<file path="src/rtl/lsu_mem_master.sv">
// Load/store unit for a word-only data memory port: alignment/range checks,
// sub-word loads with extension, and sub-word stores done as read-modify-write.
module lsu_mem_master #(
  parameter int MEM_BYTES  = 4096,
  parameter bit BIG_ENDIAN = 1'b1
) (
  input  logic        lsu_clk,
  input  logic        lsu_rst,
  input  logic        req_valid,
  output logic        req_ready,
  input  logic        req_we,
  input  logic [1:0]  req_size,
  input  logic        req_signed,
  input  logic [31:0] req_addr,
  input  logic [31:0] req_wdata,
  output logic        resp_valid,
  output logic        resp_err,
  output logic [31:0] resp_rdata,
  output logic [31:0] mem_addr,
  output logic        mem_rd,
  output logic        mem_wr,
  output logic [31:0] mem_wr_data,
  input  logic [31:0] mem_rd_data,
  output logic [2:0]  dbg_state
);

  // Request handshake: a request transfers on a rising edge where req_valid
  // and req_ready are both 1; req_ready is 1 only in IDLE.
  typedef enum logic [2:0] {
    IDLE   = 3'd0,
    LOAD   = 3'd1,
    RMW_RD = 3'd2,
    WRITE  = 3'd3,
    DONE   = 3'd4
  } state_t;

  localparam logic [31:0] MEM_LIMIT = 32'(MEM_BYTES);

  state_t      state;
  logic [1:0]  lat_size;
  logic        lat_signed;
  logic [1:0]  lat_off;
  logic [31:0] lat_wdata;
  logic        err_q;
  logic        ready_q;
  logic        resp_valid_q;
  logic [31:0] resp_rdata_q;
  logic [31:0] mem_addr_q;
  logic        mem_rd_q;
  logic        mem_wr_q;
  logic [31:0] mem_wr_data_q;

  logic        req_err;
  logic [4:0]  shift;
  logic [31:0] lane_word;
  logic [31:0] load_val;
  logic [31:0] lane_mask;
  logic [31:0] merge_word;

  // Bit position of the addressed lane inside the memory word.
  function automatic logic [4:0] lane_shift(input logic [1:0] size, input logic [1:0] off);
    logic [1:0] lane;
    lane = 2'b00;
    if (size == 2'b00) lane = BIG_ENDIAN ? ~off : off;
    else if (size == 2'b01) lane = BIG_ENDIAN ? {~off[1], 1'b0} : {off[1], 1'b0};
    return {lane, 3'b000};
  endfunction

  always_comb begin
    req_err = (req_size == 2'b11) ||
              ((req_size == 2'b01) && req_addr[0]) ||
              ((req_size == 2'b10) && (req_addr[1:0] != 2'b00)) ||
              (req_addr >= MEM_LIMIT);
    shift     = lane_shift(lat_size, lat_off);
    lane_word = mem_rd_data >> shift;
    case (lat_size)
      2'b00:   load_val = {{24{lat_signed & lane_word[7]}}, lane_word[7:0]};
      2'b01:   load_val = {{16{lat_signed & lane_word[15]}}, lane_word[15:0]};
      default: load_val = lane_word;
    endcase
    lane_mask  = (lat_size == 2'b00) ? (32'h0000_00FF << shift) : (32'h0000_FFFF << shift);
    merge_word = (mem_rd_data & ~lane_mask) | ((lat_wdata << shift) & lane_mask);
  end

  always_ff @(posedge lsu_clk) begin
    if (lsu_rst) begin
      state         <= IDLE;
      lat_size      <= 2'b00;
      lat_signed    <= 1'b0;
      lat_off       <= 2'b00;
      lat_wdata     <= 32'h0;
      err_q         <= 1'b0;
      ready_q       <= 1'b1;
      resp_valid_q  <= 1'b0;
      resp_rdata_q  <= 32'h0;
      mem_addr_q    <= 32'h0;
      mem_rd_q      <= 1'b0;
      mem_wr_q      <= 1'b0;
      mem_wr_data_q <= 32'h0;
    end else begin
      case (state)
        IDLE: begin
          if (req_valid) begin
            lat_size   <= req_size;
            lat_signed <= req_signed;
            lat_off    <= req_addr[1:0];
            lat_wdata  <= req_wdata;
            mem_addr_q <= {req_addr[31:2], 2'b00};
            ready_q    <= 1'b0;
            err_q      <= req_err;
            if (req_err) begin
              resp_valid_q <= 1'b1;
              resp_rdata_q <= 32'h0;
              state        <= DONE;
            end else if (!req_we) begin
              mem_rd_q <= 1'b1;
              state    <= LOAD;
            end else if (req_size == 2'b10) begin
              mem_wr_q      <= 1'b1;
              mem_wr_data_q <= req_wdata;
              state         <= WRITE;
            end else begin
              mem_rd_q <= 1'b1;
              state    <= RMW_RD;
            end
          end
        end
        LOAD: begin
          mem_rd_q     <= 1'b0;
          resp_rdata_q <= load_val;
          resp_valid_q <= 1'b1;
          state        <= DONE;
        end
        RMW_RD: begin
          mem_rd_q      <= 1'b0;
          mem_wr_q      <= 1'b1;
          mem_wr_data_q <= merge_word;
          state         <= WRITE;
        end
        WRITE: begin
          mem_wr_q      <= 1'b0;
          mem_wr_data_q <= 32'h0;
          resp_rdata_q  <= 32'h0;
          resp_valid_q  <= 1'b1;
          state         <= DONE;
        end
        DONE: begin
          resp_valid_q <= 1'b0;
          mem_addr_q   <= 32'h0;
          ready_q      <= 1'b1;
          state        <= IDLE;
        end
        default: begin
          state   <= IDLE;
          ready_q <= 1'b1;
        end
      endcase
    end
  end

  // The write strobe is cut by reset so a reset landing on WRITE never commits.
  assign mem_wr      = mem_wr_q & ~lsu_rst;
  assign mem_rd      = mem_rd_q;
  assign mem_wr_data = mem_wr_data_q;
  assign mem_addr    = mem_addr_q;
  assign req_ready   = ready_q;
  assign resp_valid  = resp_valid_q;
  assign resp_err    = resp_valid_q & err_q;
  assign resp_rdata  = resp_rdata_q;
  assign dbg_state   = state;

endmodule

</file>
<file path="config.mk">
export PLATFORM = sky130hd
export DESIGN_NAME = lsu_mem_master
export DESIGN_NICKNAME = d
export VERILOG_FILES = /design/src/rtl/lsu_mem_master.sv
export SDC_FILE = /design/constraint.sdc
export NUM_CORES = 1
export LEC_CHECK = 0
export ABC_AREA = 1
export CORE_ASPECT_RATIO = 0.7
export CORE_MARGIN = 1
export CORE_UTILIZATION = 28
export CTS_CLUSTER_DIAMETER = 200
export DETAILED_ROUTE_END_ITERATION = 16
export PLACE_DENSITY = 0.58
export SLEW_MARGIN = 20
export SYNTH_ARGS = -nofsm -noshare
export SYNTH_HDL_FRONTEND = slang
export SYNTH_SLANG_ARGS = --single-unit
</file>
<file path="constraint.sdc">
create_clock -name lsu_clk -period 2 [get_ports lsu_clk]
set_clock_uncertainty 0.1 [all_clocks]
set_input_delay 0.4 -clock lsu_clk [delete_from_list [all_inputs] [get_ports lsu_clk]]
set_output_delay 0.4 -clock lsu_clk [all_outputs]
set_load 0.02 [all_outputs]
</file>
==> reports/results.txt, run 1 <==
uppermost layer routed: met4
crit start category: flop
FP Rows: 46
clock root buffer: clkbuf_16
TNS Setup: 0 ps
Crit path required time: 1500 ps
Vert. Die Dim: 130.5 um
Comb power frac: 19.9%
Min-Delay Path Class: reg2reg
Seq/Total Area, Yosys: 37.27%
CTS clk-pin slew, worst paths: 60 ps
main combinational cell family by area after synthesis: simple AND/OR/NAND/NOR gates
Cell Area, Synth: 6606 um^2
Peak VDD IR: 540.0 uV
Lkg Pwr: 3.991 nW
initial antenna violation count: 0
gr usage total: 20.28%
Post-CTS Setup Bufs: 0
pin count of the biggest net entering global routing: 68
XOR/XNOR share of the synthesized area: 0%
share of cells above drive strength 1: 10.19%
total congestion overflow: 0
met3 WL: 2.096 mm
Residual DRC: 0
Vias: 7184
critical-path cell list: clkdlybuf4s50_1
Int Pwr: 0.004832 W
worst skew pair latency: 430 ps
routed len/inst: 15.93 um
CP arrival: 1480 ps
EDFF count, synth: 0
detailed placer's ending HPWL: 17.86 mm
CTS Buf Count: 17
Synth top area share: 37.27%
clk sinks: 123
fin crit period: 1982 ps
Boundary Pins: 207
Slew Limit Fails: 0
gpl congestion: 0.8944
Die X-Extent: 185.6 um
global-route wire length before repair: 37.25 mm
Critical Path Fanout Max: 2
CP endpoint kind: primary output
Worst path max stage delay: 640 ps
compound-gate portion of the synthesized area: 18.62%
1st-iter DRT viols: 478
Synth area leaders: dfxtp_1 (37%), nand2_1 (14%), a21oi_1 (11%)
drt pass-1 iters: 5
IO Port Bufs: 204
Yosys reg bits: 123
pwr dens: 716.9 nW/um^2
nets: 1317
Final setup viols: 0
Post-Syn Area per Cell: 6.452 um^2
post-synth cell types: 30
H-tree lvl count: 4
Worst Tran Pin Value: 508.0 ps
Final Hold Fails: 0
vias in the first global route: 6646
fmax: 504.6 MHz
outcome: completed
Net Sw Power: 0.002090 W
area grow syn2layout: 46.16%
Adder-Cell Fraction of Synth Area: 0%
mux cell area share after synthesis: 0%
area share of and/or/nand/nor cells after synthesis: 32.10%
delay-heaviest family, CP: buffers and inverters
Syn Inst Count: 1024
sequential power share: 37.3%
Crit-path slowest cell: clkdlybuf4s50_1
final worst-path cycle share: 99.09%
CTS tree: done
async set-reset flop share out of synthesis: 0%
Clock Path Buffers: 2
met2 WL post-DR: 9.789 mm
diode count: 0
Clk pwr share: 42.8%
max-slew headroom at the worst pin: 66.14%
sum of buffers and inverters on the critical path: 1
vias per inst: 4.668
dominant cell type by area after synthesis: dfxtp_1
ANT nets after route: 0
most used flip-flop cell after synthesis: dfxtp_1
Post-Route WL: 24.52 mm
met1 wire length: 12.34 mm
max cap viols: 0
initial cell density of the core: 28.84%
Hold Slack: 360.0 ps
Ys Warns: 0
core area: 22910 um^2
Sw Share: 30.20%
CP Class: reg2out
DIE AREA: 24220 um^2
==> cell usage in the layout, fill, tap and decap left out, types with 4 or more instances in the layout <==
master,Yosys,layout
a21oi_1,144,144
a21oi_2,10,10
buf_12,0,8
buf_4,6,36
clkbuf_16,0,18
clkdlybuf4s50_1,0,198
clkinv_4,0,4
dfxtp_1,123,123
dlygate4sd2_1,0,5
inv_1,88,88
inv_2,7,7
nand2_1,243,241
nand2_2,10,11
nand2_4,4,5
nand3_1,104,103
nand3_2,3,4
nor2_1,120,118
nor2_4,2,4
o211ai_1,7,7
o21a_1,7,7
o21ai_0,60,60
==> metrics by stage <==
stage	instances	area (um^2)	setup WS (ps)	power [W]	util [%]
after floorplan	1025	6610	235.1	0.003427	-
after global placement	1506	9056	-283.6	0.003998	39.53
after detailed placement	1506	9056	-318.8	0.004001	39.53
after CTS	1538	9613	42.00	0.006968	41.97
after global routing	1539	9656	-3.837	0.007249	42.15
final	1539	9656	18.13	0.006922	42.15
==> cells by family after synthesis <==
family,after synthesis
flip-flops,123
buffers and inverters,175
AO/OA/AOI/OAI,231
AND/OR/NAND/NOR,494
other,1
==> worst min-delay path, delay by kind of cell (launching register included) <==
family          cells  cell delay [ps]
compound gates      1               50
flops               1              300
simple gates        1               60
==> flip-flops by register name, summed over array words and instances, names as in the netlist <==
register and flops:
mem_wr_q 1, mem_wr_data 32, lat_off 2, mem_addr 30
resp_rdata 32, resp_valid 1, lat_size 2, req_ready 1
lat_wdata 16, lat_signed 1, mem_rd 1, err_q 1
dbg_state 3
==> final timing paths <==
kind                                                  start                           end  slack, ps  cells past startpoint
worst max-delay path            resp_rdata[31]$_SDFFE_PP0P_                resp_rdata[31]         20                      1
worst min-delay path            resp_rdata[15]$_SDFFE_PP0P_   resp_rdata[15]$_SDFFE_PP0P_        360                      2
worst max register to register    dbg_state[0]$_SDFFE_PP0P_  mem_wr_data[25]$_SDFFE_PP0P_        160                      9
worst min register to register  resp_rdata[15]$_SDFFE_PP0P_   resp_rdata[15]$_SDFFE_PP0P_        360                      2
==> power groups by stage <==
stage / Sequential (W) / Combinational, W / Clock [W]
after global placement: 0.00263 / 0.00137 / 0
after global routing: 0.00259 / 0.00151 / 0.00315
after CTS: 0.00258 / 0.00137 / 0.00301
after floorplan: 0.00267 / 0.000755 / 0
final: 0.00258 / 0.00138 / 0.00296
after detailed placement: 0.00263 / 0.00137 / 0
==> timing repair <==
item	4_1_cts	5_1_grt
endpoints found under the setup margin	5	32
hold buffers	0	0
resized for setup	5	4
cloned	0	1
==> synth_stat cells, types with 3 or more instances <==
master,number
nand2_1,243
a21oi_1,144
dfxtp_1,123
nor2_1,120
nand3_1,104
inv_1,88
o21ai_0,60
buf_2,31
clkbuf_1,24
a21oi_2,10
nand2_2,10
buf_1,9
buf_6,8
inv_2,7
o211ai_1,7
o21a_1,7
buf_4,6
nand2_4,4
nand3_2,3
nor2_2,3
==> metal layers <==
layer | vias to the layer above | track usage [%]
met4 | 0 | 5.593
met3 | 22 | 5.405
met5 | - | 0
met1 | 3229 | 29.92
li1 | 3662 | -
met2 | 271 | 28.60
==> final cells by class <==
type	count	area [um^2]
Clock buffer	19	442.9
Clock inverter	13	120.1
Multi-Input combinational cell	727	3393
Inverter	96	360.3
Sequential cell	123	2462
Tap cell	312	390.4
Fill cell	2425	13250
Timing Repair Buffer	249	2486
No activity file was read; power rests on OpenSTA's default activity.
==> run 2, diff against run 1 <==
- TNS_END_PERCENT: default -> 20
==> results of run 2 <==
The final DEF is identical to that of run 1; final timing and power are the same.
